===== src/rtl/bus_xfer_ctrl.sv =====
`timescale 1ns/1ps
`default_nettype none
// ============================================================================
// Module   : bus_xfer_ctrl
// Purpose  : Register-to-register transfer sequencer for a shared main bus.
//            On an accepted REQ, the selected source drives the bus for
//            SETTLE_CYCLES cycles. The destination then gets a one-cycle
//            load strobe. The source keeps driving for one more hold cycle,
//            and a FIN cycle pulses DONE.
// Ports    : CLK             - system clock, rising edge
//            RESET           - synchronous, active-high reset
//            REQ             - transfer request, sampled only in IDLE
//            SRC_SEL[1:0]    - source register index (drives the bus)
//            DST_SEL[1:0]    - destination register index (loads from bus)
//            ASSERT_MAIN_bar - per-register bus assert, active-low, one-cold
//            LOAD            - per-register latch enable, one-hot
//            BUSY            - high in every state except IDLE
//            DONE            - one-cycle pulse, transfer completed
//            ERR             - one-cycle pulse, request rejected
// Config   : BUS_XFER_SELF_CHECK_EN - when defined, a request with
//            SRC_SEL==DST_SEL is rejected with an ERR pulse. When it is
//            undefined, ERR is tied low and such a request runs normally.
// Revision : 1.0 - initial release
// ============================================================================
module bus_xfer_ctrl #(
  parameter int SETTLE_CYCLES = 1,  // legal range 1..15
  parameter int DELAY_RISE    = 0,
  parameter int DELAY_FALL    = 0
) (
  input  logic       CLK,
  input  logic       RESET,
  input  logic       REQ,
  input  logic [1:0] SRC_SEL,
  input  logic [1:0] DST_SEL,
  output logic [3:0] ASSERT_MAIN_bar,
  output logic [3:0] LOAD,
  output logic       BUSY,
  output logic       DONE,
  output logic       ERR
);

  typedef enum logic [2:0] {
    ST_IDLE   = 3'd0,
    ST_SETTLE = 3'd1,
    ST_STROBE = 3'd2,
    ST_HOLD   = 3'd3,
    ST_FIN    = 3'd4
  } state_t;

  // The settle counter runs from SETTLE_CYCLES-1 down to 0. The SETTLE
  // state therefore lasts exactly SETTLE_CYCLES cycles.
  localparam logic [3:0] c_CNT_INIT = 4'(SETTLE_CYCLES - 1);

  state_t     r_state;
  logic [3:0] r_cnt;
  logic [1:0] r_dst;
  logic [3:0] r_assert_n;
  logic [3:0] r_load;
  logic       r_busy;
  logic       r_done;

  // The output delays exist only for timing annotation in simulation.
  // The synthesizable implementation has zero delay.
  logic w_unused_delays;
  assign w_unused_delays = |{DELAY_RISE, DELAY_FALL};

`ifdef BUS_XFER_SELF_CHECK_EN
  logic r_err;
  logic w_same_sel;
  assign w_same_sel = (SRC_SEL == DST_SEL);
`endif

  always_ff @(posedge CLK) begin
    if (RESET) begin
      r_state    <= ST_IDLE;
      r_cnt      <= 4'd0;
      r_dst      <= 2'd0;
      r_assert_n <= 4'b1111;
      r_load     <= 4'b0000;
      r_busy     <= 1'b0;
      r_done     <= 1'b0;
`ifdef BUS_XFER_SELF_CHECK_EN
      r_err      <= 1'b0;
`endif
    end else begin
`ifdef BUS_XFER_SELF_CHECK_EN
      r_err <= 1'b0;
`endif
      case (r_state)
        ST_IDLE: begin
          if (REQ) begin
`ifdef BUS_XFER_SELF_CHECK_EN
            if (w_same_sel) begin
              // Rejected: stay idle with the bus quiet, and flag it for one cycle.
              r_err <= 1'b1;
            end else begin
`else
            begin
`endif
              // Outputs are registered, so the source assert is loaded here.
              // It is then already low in the first SETTLE cycle.
              r_state    <= ST_SETTLE;
              r_cnt      <= c_CNT_INIT;
              r_dst      <= DST_SEL;
              r_assert_n <= ~(4'b0001 << SRC_SEL);
              r_busy     <= 1'b1;
            end
          end
        end
        ST_SETTLE: begin
          if (r_cnt == 4'd0) begin
            r_state <= ST_STROBE;
            r_load  <= 4'b0001 << r_dst;
          end else begin
            r_cnt <= r_cnt - 4'd1;
          end
        end
        ST_STROBE: begin
          // LOAD falls while the source keeps driving. This gives the
          // destination latch its hold time.
          r_state <= ST_HOLD;
          r_load  <= 4'b0000;
        end
        ST_HOLD: begin
          r_state    <= ST_FIN;
          r_assert_n <= 4'b1111;
          r_done     <= 1'b1;
        end
        ST_FIN: begin
          r_state <= ST_IDLE;
          r_busy  <= 1'b0;
          r_done  <= 1'b0;
        end
        default: begin
          r_state    <= ST_IDLE;
          r_assert_n <= 4'b1111;
          r_load     <= 4'b0000;
          r_busy     <= 1'b0;
          r_done     <= 1'b0;
        end
      endcase
    end
  end

  assign ASSERT_MAIN_bar = r_assert_n;
  assign LOAD            = r_load;
  assign BUSY            = r_busy;
  assign DONE            = r_done;
`ifdef BUS_XFER_SELF_CHECK_EN
  assign ERR             = r_err;
`else
  assign ERR             = 1'b0;
`endif

endmodule
`default_nettype wire


===== config.mk =====
export PLATFORM = sky130hd
export DESIGN_NAME = bus_xfer_ctrl
export DESIGN_NICKNAME = d
export VERILOG_FILES = /design/src/rtl/bus_xfer_ctrl.sv
export SDC_FILE = /design/constraint.sdc
export NUM_CORES = 1
export LEC_CHECK = 0
export BUFFER_PORTS_ARGS = -buffer_cell sky130_fd_sc_hd__buf_2
export CELL_PAD_IN_SITES_DETAIL_PLACEMENT = 0
export CELL_PAD_IN_SITES_GLOBAL_PLACEMENT = 1
export CORE_UTILIZATION = 45
export CTS_BUF_LIST = sky130_fd_sc_hd__clkbuf_4 sky130_fd_sc_hd__clkbuf_8
export DETAILED_ROUTE_END_ITERATION = 8
export GPL_TIMING_DRIVEN = 0
export PLACE_DENSITY_LB_ADDON = 0.05
export SKIP_LAST_GASP = 1
export SYNTH_ARGS = -nofsm -noshare
export SYNTH_HDL_FRONTEND = slang
export SYNTH_SLANG_ARGS = --single-unit

===== constraint.sdc =====
create_clock -name CLK -period 3.5 [get_ports CLK]
set_input_delay 0.35 -clock CLK [delete_from_list [all_inputs] [get_ports CLK]]
set_output_delay 0.35 -clock CLK [all_outputs]
set_load 0.005 [all_outputs]

==> Yosys cells after proc, flatten, opt, wreduce, memory -nomap -nowiden <==
Cells that the tools add are included.
{ "word_totals": {"word_cells": 47, "reg_bits": 19, "out_inout_bits": 11, "inputBits": 7} }
{ "op_classes": {"reduce_logical": 13, "n_mux": 13, "n_eq_ne": 7, "bitwise": 4, "shifts": 2, "n_addsub": 1} }
{ "ops": {"columns": ["operator", "n"], "rows": [
  ["$pmux W4 S2", 3],
  ["$mux W4", 4],
  ["$pmux W3 S4", 1],
  ["$reduce_or A3 Y1", 4],
  ["$reduce_and A2 Y1", 5],
  ["$shl A1 B2 Y4 const A", 2],
  ["$eq A3 B2 Y1 const B", 2],
  ["$mux W3", 2],
  ["$ne A2 B2 Y1 const B", 3],
  ["$logic_not A4 Y1", 1],
  ["$not A4 Y4", 1],
  ["$pmux W1 S2", 2],
  ["$sub A4 B1 Y4 const B", 1],
  ["$eq A3 B1 Y1 const B", 1],
  ["$eq A3 B3 Y1 const B", 1],
  ["$logic_not A3 Y1", 1],
  ["$not A1 Y1", 3],
  ["$reduce_and A3 Y1", 1],
  ["$reduce_bool A2 Y1", 1],
  ["$mux W1", 1]
]} }

==> Longest topological paths before layout <==
Gate-level depths: netlist (run 1).
{ "logic_depth": {"word_depth": 4, "mapped_depth": 5, "ltp_nobuf": 5} }

==> Worst setup path after synthesis (run 1) <==
No wires, ideal clock.
{ "synth_path": {"kind": "register to register", "startpoint": "reg r_state[0]", "endpoint": "reg r_cnt[0]", "t_arrival_ns": 1.358, "required_time_ns": 3.379, "setup_ns": 0.121, "path_buffers": 1, "synth_period_minus_slack_ns": 1.478, "slack_ns": 2.022, "stages_incl_launch_ff": 5, "path_cell_list": "dfxtp_1 -> or4b_1 -> buf_4 -> nor3b_1 -> mux2_2"} }
{ "synth_via": {"elab_chain_cells": 3, "elab_cells_between_ends": 7, "classes_between": "3 x eq/ne; 1 x mux; 3 x reduce/logical"} }
{ "synth_rtl": {"columns": ["element", "line", "source"], "rows": [
  ["start: declaration", "54", "state_t r_state;"],
  ["start signal: assignment", "75", "r_state <= ST_IDLE;"],
  ["start signal: assignment", "102", "r_state <= ST_SETTLE;"],
  ["start signal: assignment", "112", "r_state <= ST_STROBE;"],
  ["$eq A3 B1 Y1 / $logic_not A3 Y1 (equally long branches)", "89", "case (r_state)"],
  ["$ne A2 B2 Y1 (no source line) / $reduce_bool A2 Y1 (equally long branches)", null, null],
  ["$reduce_and A3 Y1 (no source line)", null, null],
  ["end signal: assignment", "103", "r_cnt <= c_CNT_INIT;"],
  ["end signal: assignment", "115", "r_cnt <= r_cnt - 4'd1;"],
  ["end: declaration", "55", "logic [3:0] r_cnt;"]
]} }
Parallel ways exist; a longest one is shown, timed or not.
A chain may end at the register's enable or synchronous reset.

==> Worst setup path after layout (run 1) <==
Ends and elaborated chain as after synthesis.

==> results of run 1 <==
-- layout make-up --
type / instances / area [µm²]
repair buffers: 16 / 80.1
multi-input cells: 64 / 444
inverters: 4 / 15.0
flip-flops and latches: 19 / 380
clock buffers: 3 / 22.5
well taps: 25 / 31.3
fillers: 186 / 769
clock inverters: 1 / 5.00
plain buffers: 7 / 35.0
-- per-layer routing --
layer  wire, µm  GRT usage (%)  part of all wire [%]  vias to the layer above
met2        799           25.9                    46                       16
met3         76           2.35                   4.4                        2
met5          0              0                     0                        -
li1           -              -                     -                      384
met4         12           10.6                  0.70                        0
met1        831           26.2                    48                      346
-- worst max-delay path: stages, from the launching register on --
cell and delay [ps]:
dfxtp_1 370, or4b_1 530, buf_4 190, nor3b_1 140, mux2_2 250
-- metrics by stage --
stage                     area (µm²)  power, µW  utilization, %  instances  hold slack [ps]
final                           1010        413            56.8        139              252
after floorplan                  875        287               -         94              440
after detailed placement         986        307            55.3        135              468
after CTS                       1010        421            56.8        139              236
after global placement           986        306            55.3        135              457
after global routing            1010        437            56.8        139              229
-- cells by family after synthesis --
kind of cell             after synthesis  share of synthesized area [%]
AND/OR/NAND/NOR                       40                           27.3
flip-flops                            19                           43.5
AO/OA/AOI/OAI                         13                           11.3
buffers and inverters                 11                           5.72
multiplexers                           8                           9.30
adder cells (fa/ha/maj)                1                           1.43
other                                  1                          0.429
XOR/XNOR                               1                           1.00
-- flip-flops by register name, indices dropped and copies added, names as in the netlist --
signal / cells
LOAD: 4
r_state: 3
BUSY: 1
r_dst: 2
ASSERT_MAIN_bar: 4
r_cnt: 4
DONE: 1
-- where the power goes --
part	switching [µW]	total (µW)	internal [µW]
Sequential	7.24	233	226
Clock	68.3	111	42.5
Combinational	37.4	69.2	31.8
Total	113	413	300
-- how the worst max path moves through the flow --
stage / to / cells past startpoint
2_1_floorplan: r_cnt[0] / 4
3_3_place_gp: r_cnt[0] / 5
3_5_place_dp: r_cnt[0] / 5
4_1_cts: r_cnt[0] / 4
5_1_grt: ASSERT_MAIN_bar[3] / 4
6_report: r_cnt[0] / 4
-- Yosys cell counts (2+ instances only) --
cell	instances
nor4_1	2
nand3_1	3
nor3_1	4
mux2i_1	7
inv_1	4
nand3b_1	3
a2bb2oi_1	4
a21oi_1	4
dfxtp_1	19
nor2_1	7
buf_4	2
nand2b_1	2
nand2_1	6
nor3b_1	2
nand4b_1	4
clkbuf_1	3
nor4b_1	3
==> flow_summary.yaml, run 1 <==
run_status:
  outcome: "completed"
clock_network:
  cts_tree: "done"
  clockRootBuffer: "clkbuf_4"
  hold_buffers: 0
  clk_pin_slew_ps: 110
  cts_buffer_depth: 2
  cts.sinks: 19
  ctsHtreeMaxLevel: 1
  clk_latency_ps: 290
  post-cts-setup-buffers: 0
  cts_buffers: 3
  cts.repair.resized: 0
logic_synthesis:
  syn_nets: 102
  synth.largest_area_cell: "dfxtp_1"
  synth_top_area_share_pct: 43.5
  synth_warnings: 0
  synthCells: 94
  synth-seq-cells: 19
  syn_area_um2: 875
  ys.flop_type: "dfxtp_1"
  synth_seq_area_share_pct: 43.5
  netlist-cell-type-count: 32
  synth_area_leaders: "dfxtp_1, mux2i_1, a2bb2oi_1, nand4b_1, nor2_1"
  synthArstFlopShare_pct: 0
  syn_avg_cell_area_um2: 9.30
  synth_edf_count: 0
global_route:
  track_usage_pct: 18.2
  antenna_found_initial: 0
  gr-total-overflow: 0
  grt_pass1_vias: 588
  grt_pass1_wl_um: 2680
  grt_max_degree: 12
timing:
  drv_slew: 0
  fmax_mhz: 634
  fin_crit_sh_pct: 45.0
  rsz0062_at_grt: "false"
  worst_slew_pin_slew_ps: 656
  fin_crit_ps: 1580
  relSlewSlack_pct: 55.7
  fin_worst_skew_ps: 4.59
  tns_ps: 0
  final_hold_viol_count: 0
  layout_setup_ws_ps: 1920
  setup_violations: 0
critical_path:
  reg2reg_to: "r_cnt[0]"
  rr_worst_depth: 4
  crit_fanout: 10
  end_kind: "flip-flop"
  setup.worst_path.start: "r_state[0]"
  r2r_slack_ps: 1920
  crit_arrival_ps: 1780
  required_ps: 3700
  timing_worst_setup_path_type: "reg -> reg"
  reg2reg_from: "r_state[0]"
  start_kind: "flip-flop"
cells_and_area:
  area_delta_synth_final_pct: 15.9
  final_cell_mix: "dfxtp_1, buf_2, mux2i_1, nor2_1, nand2_1"
  drive_gt1_share_pct: 21.9
  fin_nets: 123
  layout_commonest_cell: "dfxtp_1"
  diodes: 0
detailed_routing:
  vias: 748
  vias_per_cell: 5.38
  dr.first_iter.drc_count: 19
  drc: 0
  ant_nets: 0
  drt_wl_total_um: 1720
  routedWlPerCell_um: 12.4
  dr.pass1.iters: 4
place:
  post-place-ws_ps: 1920
  port_buffers: 16
  gp_congestion: 0.771
  dpl.hpwl_um: 1220
flow_run:
  cap_violations: 0
worst_hold_path:
  min_delay_worst_endpoint: "ASSERT_MAIN_bar[1]"
  min-delay-start: "SRC_SEL[0]"
  hold_class: "in -> reg"
  hold_depth: 2
power_and_ir_drop:
  p_leak_uw: 0.000433
  ir_worst_vdd_uv: 240
  powerDensity_nw_per_um2: 408
floorplanning:
  core_um2: 1780
  fp.dieW_um: 46.1
  rows: 15
  die-area_um2: 2120
  ioPinCount: 18
  start_util_pct: 49.1
  fp.dieH_um: 46.1
Power figures use the tool's default switching activity.
==> run 2, diff against run 1 <==
CORE_UTILIZATION = 37   (was 45)
clock period = 1.3 ns   (was 3.5 ns; I/O delays follow)
==> run 2 against run 1 <==
The run now ends with setup timing left. Setup slack got worse by 2100 ps. Count of clock-buffer cells in the layout up 1. Clock skew down 3.0 ps.
==> flow_summary.yaml, run 2 (same netlist as run 1, synthesis figures left out) <==
run_status:
  outcome: "finished, violations left"
  violations: "setup timing"
critical_path:
  setup.worst_path.start: "r_state[2]"
  end_kind: "flip-flop"
  start_kind: "flip-flop"
  timing_worst_setup_path_type: "reg -> reg"
  reg2reg_to: "r_cnt[0]"
  endpoint: "r_cnt[0]"
  r2r_slack_ps: -220
  rr_worst_depth: 4
  crit_fanout: 5
  reg2reg_from: "r_state[2]"
  crit_arrival_ps: 1710
  required_ps: 1500
timing:
  layout_setup_ws_ps: -215
  fmax_mhz: 660
  fin_crit_ps: 1520
  fin_crit_sh_pct: 117
  fin_worst_skew_ps: 1.58
  setup_violations: 12
  drv_slew: 0
  final_hold_viol_count: 0
  rsz0062_at_grt: "true"
detailed_routing:
  routedWlPerCell_um: 13.2
  vias_per_cell: 5.19
  drc: 0
  drt_wl_total_um: 1920
  dr.first_iter.drc_count: 6
  vias: 752
  ant_nets: 0
  dr.pass1.iters: 2
floorplanning:
  core_um2: 2210
  die-area_um2: 2560
  ioPinCount: 18
  rows: 17
  fp.dieH_um: 50.6
  fp.dieW_um: 50.6
  start_util_pct: 39.5
cells_and_area:
  fillers: 234
  drive_gt1_share_pct: 37.6
  layout_commonest_cell: "buf_2"
  seq_area_um2: 385
  fin_nets: 126
  multiInputGateArea_um2: 502
  finish.utilization_pct: 50.1
  diodes: 0
  fin_cells: 145
  area_delta_synth_final_pct: 26.8
  final_cell_mix: "buf_2, dfxtp_1, mux2i_1, nor2_1, nand2_1"
clock_network:
  clk_latency_ps: 290
  cts_buffers: 3
  cts_tree: "done"
  clockRootBuffer: "clkbuf_4"
  clk_pin_slew_ps: 110
  ctsHtreeMaxLevel: 1
  cts_buffer_depth: 2
  hold_buffers: 0
  cts.sinks: 19
power_and_ir_drop:
  powerDensity_nw_per_um2: 1070
  combPwrFrac_pct: 19.3
  p_sw_share_pct: 27.2
  ir_worst_vdd_uv: 587
  p_int_uw: 862
  power_switching_uw: 322
  power_frac_seq_pct: 53.4
  p_clk_share_pct: 27.3
  p_leak_uw: 0.000462
global_route:
  track_usage_pct: 17.2
  gr-total-overflow: 0
  grt_pass1_vias: 662
  grt_max_degree: 11
  grt_pass1_wl_um: 3190
  antenna_found_initial: 0
worst_hold_path:
  hold_depth: 2
  hold_class: "in -> reg"
place:
  dpl.hpwl_um: 1310
  post-place-ws_ps: -241
  port_buffers: 16
  gp_congestion: 0.709
  place_inst: 138
flow_run:
  cap_violations: 0
run 2: power by group through the flow:
stage               combinational [µW]  clock (µW)  sequential [µW]
floorplan                          138           0              639
global placement                   190           0              640
detailed placement                 193           0              642
CTS                                216         338              630
global route                       253         366              637
finish                             229         323              632
run 2: worst min path at each step:
stage	from	to
6_report	SRC_SEL[0]	ASSERT_MAIN_bar[3]
3_3_place_gp	SRC_SEL[0]	ASSERT_MAIN_bar[1]
3_5_place_dp	SRC_SEL[0]	ASSERT_MAIN_bar[1]
5_1_grt	SRC_SEL[0]	ASSERT_MAIN_bar[3]
4_1_cts	SRC_SEL[0]	ASSERT_MAIN_bar[1]
2_1_floorplan	SRC_SEL[0]	ASSERT_MAIN_bar[1]
run 2: final cells by class:
type                            count  area share, %
Multi-Input combinational cell     64           45.3
Buffer                              7           3.72
Clock buffer                        4           2.71
Sequential cell                    19           34.8
Tap cell                           28           3.16
Inverter                            4           1.35
Timing Repair Buffer               19           9.03
run 2: what timing repair did:
action	in CTS	in global routing
buffers inserted	2	0
hold endpoints to repair	0	0
pin swaps	1	2
resized for setup	5	12
cloned	1	0
setup endpoints to repair	16	16
run 2: critical path, stage by stage, from the launching register on:
cell	delay [ps]
dfxtp_2	350
or4b_4	540
buf_6	150
nor3b_1	120
mux2_2	250
run 2: through the flow:
step           hold WS [ps]  setup TNS (ps)  area, µm²  total power, µW
2_1_floorplan           220            -612        878              777
3_3_place_gp            344           -1430        993              831
3_5_place_dp            343           -1750        993              834
4_1_cts                17.9           -2140       1060             1180
5_1_grt                24.6           -2260       1110             1260
6_report               28.6           -1450       1110             1180
run 2: layer usage:
metal / up-vias / GRT usage [%] / part of all wire [%]
met2: 12 / 25.6 / 45
li1: 388 / - / -
met5: - / 0 / 0
met4: 0 / 8.33 / 1.8
met1: 348 / 23.1 / 50
met3: 4 / 3.94 / 3.3
==> run 3, diff against run 2 <==
ABC_AREA = 1   (was unset)
CORE_UTILIZATION = 35   (was 37)
==> run 3 against run 2 <==
The flow now finishes without violations. Power is 50% higher. Non-clock buffer count is 3 lower. Flip-flop and latch count stayed put. Critical path depth is 3 higher. Setup slack better by 290 ps. Count of clock-buffer cells in the layout stayed put. First-iteration DRC count is 120% higher. Clock power hardly changed. Register-to-register slack better by 290 ps. Clock skew hardly changed. Routed wire length is 3.3% higher. Via count is 18% higher.
==> flow_summary.yaml, run 3 <==
global_route:
  grt_pass1_wl_um: 3200
  gr-total-overflow: 0
  antenna_found_initial: 0
  grt_pass1_vias: 771
  grt_max_degree: 11
  track_usage_pct: 15.7
critical_path:
  end_kind: "flip-flop"
  crit_arrival_ps: 1420
  timing_worst_setup_path_type: "reg -> reg"
  crit_fanout: 10
  start_kind: "flip-flop"
  rr_worst_depth: 7
  required_ps: 1500
flow_run:
  cap_violations: 0
clock_network:
  cts_buffer_depth: 2
  cts_buffers: 3
  hold_buffers: 0
  cts_tree: "done"
  clk_pin_slew_ps: 110
  clk_latency_ps: 290
  cts.sinks: 19
  ctsHtreeMaxLevel: 1
  clockRootBuffer: "clkbuf_4"
cells_and_area:
  design_area_um2: 1150
  fin_cells: 193
  drive_gt1_share_pct: 25.8
  fillers: 286
  area_delta_synth_final_pct: 21.8
  layout_commonest_cell: "nand2_1"
  final_cell_mix: "nand2_1, nand3_1, nor2_1, inv_1"
  diodes: 0
  fin_nets: 172
floorplanning:
  rows: 18
  fp.dieW_um: 54.0
  fp.dieH_um: 54.0
  core_um2: 2520
  start_util_pct: 37.5
  die-area_um2: 2910
  ioPinCount: 18
logic_synthesis:
  synth_top_area_share_pct: 40.2
  synth_edf_count: 0
  ys.flop_type: "dfxtp_1"
  synthArstFlopShare_pct: 0
  synth_seq_area_share_pct: 40.2
  synth_warnings: 0
  syn_nets: 148
  syn_avg_cell_area_um2: 6.76
  synthCells: 140
  synth_most_common_cell: "nand2_1"
  synth_common_cells: "nand2_1, nor2_1, dfxtp_1, nand3_1, inv_1"
  netlist-cell-type-count: 20
  synth.largest_area_cell: "dfxtp_1"
  syn_area_um2: 946
  synth_area_leaders: "dfxtp_1, nand2_1, nand3_1, nor2_1, inv_1"
  synth-seq-cells: 19
place:
  dpl_cell_area_um2: 1060
  gp_congestion: 0.820
  place_inst: 186
  port_buffers: 16
  dpl.hpwl_um: 1480
  post-place-ws_ps: -22.3
power_and_ir_drop:
  finalPower_uw: 1770
  p_leak_uw: 0.000612
  ir_worst_vdd_uv: 665
  powerDensity_nw_per_um2: 1540
run_status:
  outcome: "completed"
timing:
  fmax_mhz: 817
  fin_crit_sh_pct: 94.2
  drv_slew: 0
  layout_setup_ws_ps: 75.3
  setup_violations: 0
  fin_crit_ps: 1220
  fin_worst_skew_ps: 1.52
  whs_ps: 48.8
  final_hold_viol_count: 0
detailed_routing:
  dr.first_iter.drc_count: 13
  vias_per_cell: 4.59
  vias: 885
  routedWlPerCell_um: 10.3
  dr.pass1.iters: 4
  drt_wl_total_um: 1980
  ant_nets: 0
  drc: 0
worst_hold_path:
  hold_class: "in -> reg"
  hold_depth: 2
-- run 3: changes by cell type after synthesis, moves of 5 or more --
cell,change
inv_1,+14
mux2i_1,-7
nand2_1,+27
nand3_1,+16
nor2_1,+13
o21ai_0,+5
-- run 3: stage by stage --
stage,setup TNS (ps),utilization (%)
floorplan,0,-
global placement,-4.60,42.2
detailed placement,-28.1,42.2
CTS,0,43.6
global route,-11.6,45.7
finish,0,45.7
-- run 3: cell type report --
type                       count  area, µm²  area share [%]
inverter                      19       73.8            6.41
sequential                    19        384            33.3
timing repair buffer          19        103            8.90
clock buffer                   4       30.0            2.61
multi-input combinational     98        487            42.2
buffer                         4       37.5            3.26
tap                           30       37.5            3.26
-- run 3: worst max-delay path, cell delays in order, from the launching register on --
cell	delay [ps]
dfxtp_2	370
inv_4	100
nand2_2	70
nor2_4	180
nand2_4	70
buf_6	140
a21oi_1	130
nor2_1	60
-- run 3: where the power goes --
| part | leakage (µW) | total (µW) | switching (µW) | internal [µW] |
|---|---|---|---|---|
| clock | 0.0000184 | 321 | 181 | 140 |
| sequential | 0.000158 | 751 | 64.3 | 687 |
| combinational | 0.000436 | 701 | 398 | 303 |
| total | 0.000612 | 1770 | 643 | 1130 |
-- run 3: what timing repair did --
action                                  in CTS  in global routing
buffers inserted                             0                  3
endpoints found under the setup margin       6                 15
cloned                                       0                  0
pin swaps                                    0                  2
resized for setup                            1                 10
-- run 3: path summary, 6_finish.rpt --
| kind | to | start | slack, ps |
|---|---|---|---|
| worst max-delay path | LOAD[2] | r_state[2] | 80 |
| worst min-delay path | r_state[1] | RESET | 50 |
| worst max register to register | LOAD[2] | r_state[2] | 80 |
| worst min register to register | BUSY | BUSY | 470 |
-- run 3: cells by family (layout without fill, tap and decap cells) --
| group | Yosys count | in the layout | share of synthesized area, % |
|---|---|---|---|
| adders and majority gates | 1 | 1 | 1.32 |
| buffers and inverters | 23 | 46 | 11.5 |
| AOI/OAI and AO/OA | 14 | 14 | 7.54 |
| and+or+nand+nor | 82 | 82 | 39.0 |
| DFF | 19 | 19 | 40.2 |
| other | 1 | 1 | 0.396 |
-- run 3: metal layers --
metal | track usage [%] | vias to the layer above | part of all wire (%)
li1 | - | 488 | -
met4 | 6.41 | 0 | 0.96
met5 | 0 | - | 0
met2 | 25.3 | 10 | 46
met3 | 3.39 | 2 | 2.7
met1 | 20.1 | 385 | 51
